File: src/rtl/ps2_host_rx.sv
// PS/2 host-side receiver: synchronizes and deglitches the device clock, then
// deserializes 11-bit frames (start, 8 data LSB first, odd parity, stop).
`timescale 1ns/1ps
module ps2_host_rx #(
  parameter int FILTER_CYCLES  = 16,
  parameter int TIMEOUT_CYCLES = 100000
) (
  input  logic       clk,
  input  logic       rst,
  input  logic       ps2_clk,
  input  logic       ps2_data,
  output logic [7:0] data,
  output logic       valid,
  output logic       parity_err,
  output logic       frame_err,
  output logic       busy
);

  localparam int FW = $clog2(FILTER_CYCLES + 1);
  localparam int TW = $clog2(TIMEOUT_CYCLES + 1);

  // Handshake: valid/parity_err/frame_err are single-cycle strobes with no
  // ready; data is held stable between valid strobes.
  typedef enum logic [1:0] {IDLE, DATA, PARITY, STOP} state_t;

  state_t          state_q, state_d;
  logic            ck_meta_q, ck_meta_d, ck_sync_q, ck_sync_d;
  logic            dt_meta_q, dt_meta_d, dt_sync_q, dt_sync_d;
  logic            filt_q, filt_d;
  logic [FW-1:0]   filt_cnt_q, filt_cnt_d;
  logic            armed_q, armed_d;
  logic [7:0]      shift_q, shift_d;
  logic [2:0]      bit_cnt_q, bit_cnt_d;
  logic            par_q, par_d;
  logic [TW-1:0]   to_cnt_q, to_cnt_d;
  logic [7:0]      data_q, data_d;
  logic            valid_q, valid_d;
  logic            perr_q, perr_d;
  logic            ferr_q, ferr_d;
  logic            sample;
  logic            timeout;

  always_comb begin
    ck_meta_d  = ps2_clk;
    ck_sync_d  = ck_meta_q;
    dt_meta_d  = ps2_data;
    dt_sync_d  = dt_meta_q;
    filt_d     = filt_q;
    filt_cnt_d = filt_cnt_q;
    if (ck_sync_q == filt_q) begin
      filt_cnt_d = '0;
    end else if (filt_cnt_q == FW'(FILTER_CYCLES - 1)) begin
      filt_d     = ck_sync_q;
      filt_cnt_d = '0;
    end else begin
      filt_cnt_d = filt_cnt_q + 1'b1;
    end
    // Edges only count once the real bus has been observed high after reset.
    armed_d = armed_q | (filt_q & ck_sync_q);
  end

  assign sample  = armed_q & filt_q & ~filt_d;
  assign timeout = (state_q != IDLE) && (to_cnt_q == TW'(TIMEOUT_CYCLES - 1));

  always_comb begin
    state_d   = state_q;
    shift_d   = shift_q;
    bit_cnt_d = bit_cnt_q;
    par_d     = par_q;
    data_d    = data_q;
    valid_d   = 1'b0;
    perr_d    = 1'b0;
    ferr_d    = 1'b0;
    if (state_q == IDLE || sample) begin
      to_cnt_d = '0;
    end else if (to_cnt_q == TW'(TIMEOUT_CYCLES)) begin
      to_cnt_d = to_cnt_q;
    end else begin
      to_cnt_d = to_cnt_q + 1'b1;
    end

    // Timeout takes priority over a coincident sample event.
    if (timeout) begin
      state_d  = IDLE;
      ferr_d   = 1'b1;
      to_cnt_d = '0;
    end else if (sample) begin
      case (state_q)
        IDLE: begin
          if (!dt_sync_q) begin
            state_d   = DATA;
            shift_d   = '0;
            bit_cnt_d = '0;
          end
        end
        DATA: begin
          shift_d   = {dt_sync_q, shift_q[7:1]};
          bit_cnt_d = bit_cnt_q + 1'b1;
          if (bit_cnt_q == 3'd7) state_d = PARITY;
        end
        PARITY: begin
          par_d   = dt_sync_q;
          state_d = STOP;
        end
        STOP: begin
          state_d = IDLE;
          if (!dt_sync_q) begin
            ferr_d = 1'b1;
          end else if (!(^{shift_q, par_q})) begin
            perr_d = 1'b1;
          end else begin
            data_d  = shift_q;
            valid_d = 1'b1;
          end
        end
        default: state_d = IDLE;
      endcase
    end
  end

  always_ff @(posedge clk or posedge rst) begin
    if (rst) begin
      state_q    <= IDLE;
      ck_meta_q  <= 1'b1;
      ck_sync_q  <= 1'b1;
      dt_meta_q  <= 1'b1;
      dt_sync_q  <= 1'b1;
      filt_q     <= 1'b1;
      filt_cnt_q <= '0;
      armed_q    <= 1'b0;
      shift_q    <= '0;
      bit_cnt_q  <= '0;
      par_q      <= 1'b0;
      to_cnt_q   <= '0;
      data_q     <= '0;
      valid_q    <= 1'b0;
      perr_q     <= 1'b0;
      ferr_q     <= 1'b0;
    end else begin
      state_q    <= state_d;
      ck_meta_q  <= ck_meta_d;
      ck_sync_q  <= ck_sync_d;
      dt_meta_q  <= dt_meta_d;
      dt_sync_q  <= dt_sync_d;
      filt_q     <= filt_d;
      filt_cnt_q <= filt_cnt_d;
      armed_q    <= armed_d;
      shift_q    <= shift_d;
      bit_cnt_q  <= bit_cnt_d;
      par_q      <= par_d;
      to_cnt_q   <= to_cnt_d;
      data_q     <= data_d;
      valid_q    <= valid_d;
      perr_q     <= perr_d;
      ferr_q     <= ferr_d;
    end
  end

  assign data       = data_q;
  assign valid      = valid_q;
  assign parity_err = perr_q;
  assign frame_err  = ferr_q;
  assign busy       = (state_q != IDLE);

endmodule

File: config.mk
export PLATFORM = sky130hd
export DESIGN_NAME = ps2_host_rx
export DESIGN_NICKNAME = d
export VERILOG_FILES = /design/src/rtl/ps2_host_rx.sv
export SDC_FILE = /design/constraint.sdc
export NUM_CORES = 1
export LEC_CHECK = 0
export CELL_PAD_IN_SITES_DETAIL_PLACEMENT = 1
export CELL_PAD_IN_SITES_GLOBAL_PLACEMENT = 2
export CORE_MARGIN = 3
export CORE_UTILIZATION = 42
export DETAILED_ROUTE_END_ITERATION = 6
export GPL_ROUTABILITY_DRIVEN = 0
export GPL_TIMING_DRIVEN = 0
export PLACE_DENSITY = 0.87
export SLEW_MARGIN = 0
export SYNTH_ARGS = -nofsm -noshare
export SYNTH_HDL_FRONTEND = slang
export SYNTH_SLANG_ARGS = --single-unit
export TNS_END_PERCENT = 10
File: constraint.sdc
create_clock -name clk -period 4.66 [get_ports clk]
set_input_delay 0.932 -clock clk [delete_from_list [all_inputs] [get_ports clk]]
set_output_delay 0.932 -clock clk [all_outputs]
set_load 0.02 [all_outputs]
==> impl_results.md, run 1 <==
* Status: completed
* Most used cell, CP: sky130_fd_sc_hd__inv_1
* Number of buffers inserted by hold repair at cts at 0
* Cell Area, Synth at 2640 sq um
* Cell with the biggest individual delay on the critical path: sky130_fd_sc_hd__clkdlybuf4s50_1
* Required @ worst endpoint at 3730 ps
* Number of nets in the synthesized netlist at 257
* P_int at roughly 630 uW
* Clk Latency, worst-skew pair at 310 ps
* DR vias at 1853
* Total net switching power at ~180 uW
* Sequential area share after synthesis at 50.4%
* Global-route wire length before repair at 9940 um
* Part of the power in combinational logic at 2.6%
* Final max-slew violation count at 0
* Number of antenna violations at the first check in global routing at 0
* Number of failing setup endpoints in the final timing report at 0
* Total overflow reported by the global router at 0
* First DRT Iteration DRCs at between 90 and 100
* Fraction of layout instances using a drive strength above 1 at 12.0%
* Share of total power in sequential cells at 57.6%
* Capturing point of the worst reg2reg path: to_cnt_q[14]
* Setup repair after global routing missed its margin: false
* Chain of cells forming the critical path: inv_1, ha_1, clkbuf_1, inv_1, clkdlybuf4s50_1
* Top Family by Delay on Critical Path: buffers and inverters
* Max-cap violation count at 0
* Worst-case hold path end point: dt_sync_q
* Leakage at around 1.3 nW
* Ranking of synthesized cells by area: sky130_fd_sc_hd__dfrtp_1 45%, sky130_fd_sc_hd__dfstp_2 5.0%, sky130_fd_sc_hd__ha_1 4.7%
* Kind of end point of the critical path: output port
* Maximum fanout count along the critical path at 10
* Row cnt at 28
* Flop2flop setup slack at ~1900 ps
* Port bufs at 15
* Clk network pwr share at between 30 and 40%
* CP startpoint kind: register
* Average via count per standard cell at 5.42
* Maximum ir drop on the vdd rail at 0.161 mV
* Min cycle time layout at 3090 ps
* Number of cells on the worst reg-to-reg path at 8
* Post-synth top flop: sky130_fd_sc_hd__dfrtp_1
* Setup Fix Bufs, Post-CTS at 0
* Total of flip-flops plus latches after synthesis at between 50 and 60
* Cell at the root of the clock tree: sky130_fd_sc_hd__clkbuf_8
* Slew at the pin closest to its max-slew limit at 573 ps
* Routed len/inst at 16.6 um
* Starting density of the core at ~44%
* Die Area at 7280 sq um
* Yosys Warn Count at 0
* Post-cts gate resize count at 0
* Iteration count of the initial detailed-routing pass at 4
* Number of global-route vias before repair at 1954
* Nets@finish at 280
* Maximum clock frequency at 323 MHz
* Post-synth EDFFs at 0
* Biggest cell delay along the critical path at 570 ps
* Largest net degree at the start of global routing at 34
* Post-Syn Area per Cell at 10.9 sq um
* Horiz. Die Dim at 85.3 um
* Post-route DRC violation count at 0
* Setup CP Type: reg -> out
* Buffer and inverter count on the worst path at 4
* # H-tree levels at 2
* Synth-to-Final Area Change at 14.2%
* Total half-perimeter wirelength after legalization and detailed placement at 4030 um
* Remaining number of nets flagged by the antenna check after routing at 0
* Hold slack at 363 ps
* Final setup skew at 9.07 ps
* Reg2reg start: to_cnt_q[1]
* Antenna cells at 0
* Synth area leader: sky130_fd_sc_hd__dfrtp_1
* Gr usage total at 17.2%
* Num ports at 16
* Clock sinks at 53
* Clock Path Buffers at 2
* Number of hold violations in the final report at 0
* Instance count along the most critical hold path at 0
* Final Cycle Share at about two thirds
* Top-area cell type share of the netlist area at 45.4%
* Clock slew at reported path FFs at 110 ps
* Overall die height at 85.3 um
* Number of distinct library cells after synthesis at 50
* Power density over the cells at 269 nW/um^2
* Fraction of registers with async set or reset after synthesis at 100%
* Post-route total power at 813 uW
* Final Routed Wirelength at 5690 um
* Cell count after synthesis at 243
* Clock tree from TritonCTS: yes
* Data arrival time of the critical path at 2160 ps
* Rel. slew slack at 61.3%
* Sw Share at between 20% and 30%
* Number of stages on the worst setup path at 5
* Hold Crit Class: reg -> reg
* Launch point of the worst hold path: dt_meta_q
* Core Area at 6030 sq um
* Setup_tns at 0 ps
* TritonCTS buffer count at 5
kinds of logic after synthesis:
logic type,after synthesis,synth area share [%]
and+or+nand+nor,96,18.7
DFF,53,50.4
AOI/OAI and AO/OA,32,9.18
xor gates and xnor gates,25,9.09
buffers and inverters,17,2.70
muxes,10,5.21
adders and majority gates,10,4.73
state kept, by name (all words and copies together) (netlist names), 2 cells and up:
| signal | cells |
|---|---|
| filt_cnt_q | 5 |
| bit_cnt_q | 3 |
| shift_q | 8 |
| state_q | 2 |
| data | 8 |
| to_cnt_q | 17 |
final cells by class:
class | instances | area [sq um]
Buffer | 7 | 33.8
Clock buffer | 5 | 68.8
Clock inverter | 3 | 43.8
Fill cell | 680 | 3010
Inverter | 10 | 37.5
Multi-Input combinational cell | 173 | 1240
Sequential cell | 53 | 1330
Tap cell | 75 | 93.8
Timing Repair Buffer | 16 | 170
cell usage in the layout, fill, tap and decap left out, types with 3 or more instances in the layout:
cell type,count
sky130_fd_sc_hd__xor2_1,10
sky130_fd_sc_hd__o21ai_0,6
sky130_fd_sc_hd__nor3_1,3
sky130_fd_sc_hd__a32o_1,4
sky130_fd_sc_hd__clkdlybuf4s50_1,15
sky130_fd_sc_hd__o211ai_1,4
sky130_fd_sc_hd__o221ai_1,4
sky130_fd_sc_hd__nor2_1,29
sky130_fd_sc_hd__clkbuf_1,5
sky130_fd_sc_hd__ha_1,10
sky130_fd_sc_hd__xnor2_1,13
sky130_fd_sc_hd__dfstp_2,5
sky130_fd_sc_hd__nand3_1,15
sky130_fd_sc_hd__clkbuf_8,5
sky130_fd_sc_hd__mux2_4,7
sky130_fd_sc_hd__and3_1,4
sky130_fd_sc_hd__inv_1,8
sky130_fd_sc_hd__a2bb2oi_1,5
sky130_fd_sc_hd__nand2_1,23
sky130_fd_sc_hd__dfrtp_1,48
metal layers:
layer | up-vias | global-route usage (%) | wire length (um) | part of all wire (%)
li1 | 889 | - | - | -
met1 | 940 | 25.1 | 2840 | 50
met2 | 19 | 26.6 | 2670 | 47
met3 | 5 | 3.30 | 142 | 2.5
met4 | 0 | 3.88 | 48 | 0.84
met5 | - | 0 | 0 | 0
power by group through the flow:
stage	registers (mW)	clock network, mW	logic (mW)
3_3_place_gp	0.477	0	0.0192
4_1_cts	0.468	0.334	0.0222
3_5_place_dp	0.477	0	0.0220
2_1_floorplan	0.476	0	0.0124
5_1_grt	0.469	0.360	0.0248
6_report	0.468	0.324	0.0212
how the worst max path moves through the flow:
| stage | from | end | slack (ps) |
|---|---|---|---|
| floorplan | shift_q[4] | data[0] | 2410 |
| global placement | rst | bit_cnt_q[2] | 1400 |
| detailed placement | state_q[0] | busy | 1890 |
| CTS | state_q[0] | busy | 1540 |
| global route | state_q[0] | busy | 1380 |
| finish | state_q[0] | busy | 1570 |
synthesized netlist by cell type, types with 2 or more instances:
cell type / n
sky130_fd_sc_hd__and2_1: 2
sky130_fd_sc_hd__dfrtp_1: 48
sky130_fd_sc_hd__nor4_1: 2
sky130_fd_sc_hd__xor2_1: 10
sky130_fd_sc_hd__nand2_1: 23
sky130_fd_sc_hd__nor2_1: 29
sky130_fd_sc_hd__o21ai_0: 6
sky130_fd_sc_hd__xnor2_1: 13
sky130_fd_sc_hd__dfstp_2: 5
sky130_fd_sc_hd__o221ai_1: 4
sky130_fd_sc_hd__and3_1: 4
sky130_fd_sc_hd__nand4_1: 2
sky130_fd_sc_hd__or3_1: 2
sky130_fd_sc_hd__mux2_2: 2
sky130_fd_sc_hd__a32o_1: 4
sky130_fd_sc_hd__clkbuf_1: 5
sky130_fd_sc_hd__inv_1: 9
sky130_fd_sc_hd__o211ai_1: 4
sky130_fd_sc_hd__mux2_4: 7
sky130_fd_sc_hd__nor3_1: 3
sky130_fd_sc_hd__ha_1: 10
sky130_fd_sc_hd__a2bb2oi_1: 5
sky130_fd_sc_hd__nor2b_1: 2
sky130_fd_sc_hd__o21a_1: 2
sky130_fd_sc_hd__nand3_1: 15
through the flow:
stage | area, sq um | std cells | worst slack, ps | utilization, %
detailed placement | 2910 | 334 | 1890 | 48.3
finish | 3020 | 342 | 1570 | 50.1
global route | 3020 | 342 | 1380 | 50.1
global placement | 2890 | 333 | 1400 | 47.9
floorplan | 2640 | 243 | 2410 | -
CTS | 3020 | 342 | 1540 | 50.1
(Power assumes the default switching activity.)
==> run 2, diff against run 1 <==
Settings changed: CORE_UTILIZATION 42 to 35, PLACE_DENSITY 0.87 to 0.78.
Clock period 4.66 ns to 2.7 ns, I/O delays scaled along.
==> run 2 against run 1 <==
Against the previous run:
- design area up 0.41%
- flip-flop and latch count unchanged
- first-iteration DRC count down 53%
- worst setup slack worse by 1400 ps
- combinational power up 69%
- clock skew up 1.2 ps
- sequential power up 72%
- critical path type is now reg -> reg
- largest cell class unchanged
==> impl_results.md, run 2 (synthesized netlist as in run 1, its figures left out) <==
* Cell with the biggest individual delay on the critical path: sky130_fd_sc_hd__dfrtp_1
* Top library cells by usage in the layout, fill and taps aside: 48 x sky130_fd_sc_hd__dfrtp_1, 29 x sky130_fd_sc_hd__nor2_1, 23 x sky130_fd_sc_hd__nand2_1
* Maximum fanout count along the critical path at 10
* Number of failing setup endpoints in the final timing report at 0
* Biggest register: to_cnt_q
* Number of antenna violations at the first check in global routing at 0
* Total half-perimeter wirelength after legalization and detailed placement at 3840 um
* Rel. slew slack at about two thirds
* Maximum clock frequency at 402 MHz
* Max-cap violation count at 0
* Data arrival time of the critical path at 2670 ps
* Final setup skew at 10.3 ps
* Average via count per standard cell at 4.97
* Clock tree from TritonCTS: yes
* Global-route wire length before repair at 9480 um
* Fin util at approximately two fifths
* Required @ worst endpoint at 2880 ps
* Slew at the pin closest to its max-slew limit at 507 ps
* Fraction of layout instances using a drive strength above 1 at 12.8%
* Starting density of the core at 36.3%
* Clk Latency, worst-skew pair at 310 ps
* Total overflow reported by the global router at 0
* Setup CP Type: reg -> reg
* DR vias at around 1800
* Setup Fix Bufs, Post-CTS at 0
* Row cnt at 31
* Max reg flops at 17
* Most common cell after layout, fill and taps aside: sky130_fd_sc_hd__dfrtp_1
* Post-route DRC violation count at 0
* First DRT Iteration DRCs at 45
* Final Routed Wirelength at roughly 5300 um
* Clock Path Buffers at 2
* Gr usage total at 13.6%
* Routed len/inst at 14.6 um
* Antenna cells at 0
* # H-tree levels at 2
* Final max-slew violation count at 0
* Iteration count of the initial detailed-routing pass at 4
* Core Area at 7290 sq um
* Status: completed
* Setup repair after global routing missed its margin: true
* Die Area at 8630 sq um
* Leakage at 1.30 nW
* Biggest cell delay along the critical path at 440 ps
* Maximum ir drop on the vdd rail at between 0.2 and 0.25 mV
* Overall die height at 92.9 um
* Final Cycle Share at 92.1%
* CP startpoint kind: register
* Min cycle time layout at 2490 ps
* Inst Count DP at 358
* Power density over the cells at 435 nW/um^2
* Kind of end point of the critical path: register
* Remaining number of nets flagged by the antenna check after routing at 0
* Clock sinks at 53
* Number of inserted filler cells in the final layout at around 840
* Num ports at 16
* Horiz. Die Dim at roughly 93 um
* Number of hold violations in the final report at 0
* Final standard cell count with taps included and fillers excluded at 365
* Port bufs at 15
* TritonCTS buffer count at 5
* Clock slew at reported path FFs at 110 ps
* Nets@finish at 279
* Chain of cells forming the critical path: ha_1, nand4_1, or3_4, o21ai_1, clkbuf_1, a2bb2oi_1, o221ai_1
* Number of global-route vias before repair at 1930
* Cell at the root of the clock tree: sky130_fd_sc_hd__clkbuf_8
* Synth-to-Final Area Change at 14.7%
* Hold Crit Class: reg -> reg
* Largest net degree at the start of global routing at 38
[run 2: what timing repair did]
item	4_1_cts	5_1_grt
endpoints found under the setup margin	11	14
gates cloned	0	0
resized for setup	2	1
hold buffers	0	0
[run 2: layout make-up]
class | count | area [sq um] | area share (%)
buffer | 6 | 32.5 | 1.07
clock inverter | 3 | 25.0 | 0.825
tap | 99 | 124 | 4.08
inverter | 10 | 37.5 | 1.24
multi-input combinational | 173 | 1240 | 40.9
clock buffer | 5 | 68.8 | 2.27
timing repair buffer | 16 | 173 | 5.69
sequential | 53 | 1330 | 43.9
[run 2: critical path, delay by kind of cell, from the launching register on]
family                   cells  cell delay [ps]
AO/OA/AOI/OAI                3              620
adder cells (fa/ha/maj)      1              260
buffers and inverters        1              390
flip-flops                   1              440
AND/OR/NAND/NOR              2              660
[run 2: final timing paths]
kind	start	to	slack, ps	depth (start not counted)
max in group asynchronous	rst	filt_q	1600	3
max reg2reg	to_cnt_q[1]	shift_q[5]	210	7
min reg2reg	ck_meta_q	ck_sync_q	370	0
max	to_cnt_q[1]	shift_q[5]	210	7
min	ck_meta_q	ck_sync_q	370	0
min in group asynchronous	rst	filt_cnt_q[1]	520	2
[run 2: power breakdown]
group | switching [mW] | internal (mW)
sequential | 0.00467 | 0.803
combinational | 0.0238 | 0.0120
clock | 0.287 | 0.188
[run 2: per-stage QoR]
step / power (mW) / worst slack [ps] / cell area [sq um] / setup TNS, ps / hold slack (ps)
2_1_floorplan: 0.843 / 448 / 2640 / 0 / 345
3_3_place_gp: 0.856 / -168 / 2920 / -8420 / 352
3_5_place_dp: 0.861 / -67.6 / 2940 / -557 / 355
4_1_cts: 1.34 / 76.7 / 3030 / 0 / 372
5_1_grt: 1.38 / -49.2 / 3030 / -93.4 / 376
6_report: 1.32 / 212 / 3030 / 0 / 369
[run 2: metal layers]
| layer | vias to the layer above | track usage (%) | part of all wire (%) |
|---|---|---|---|
| met5 | - | 0 | 0 |
| met2 | 13 | 23.2 | 48 |
| met4 | 0 | 4.03 | 1.3 |
| met3 | 6 | 2.44 | 1.6 |
| li1 | 887 | - | - |
| met1 | 908 | 17.6 | 49 |
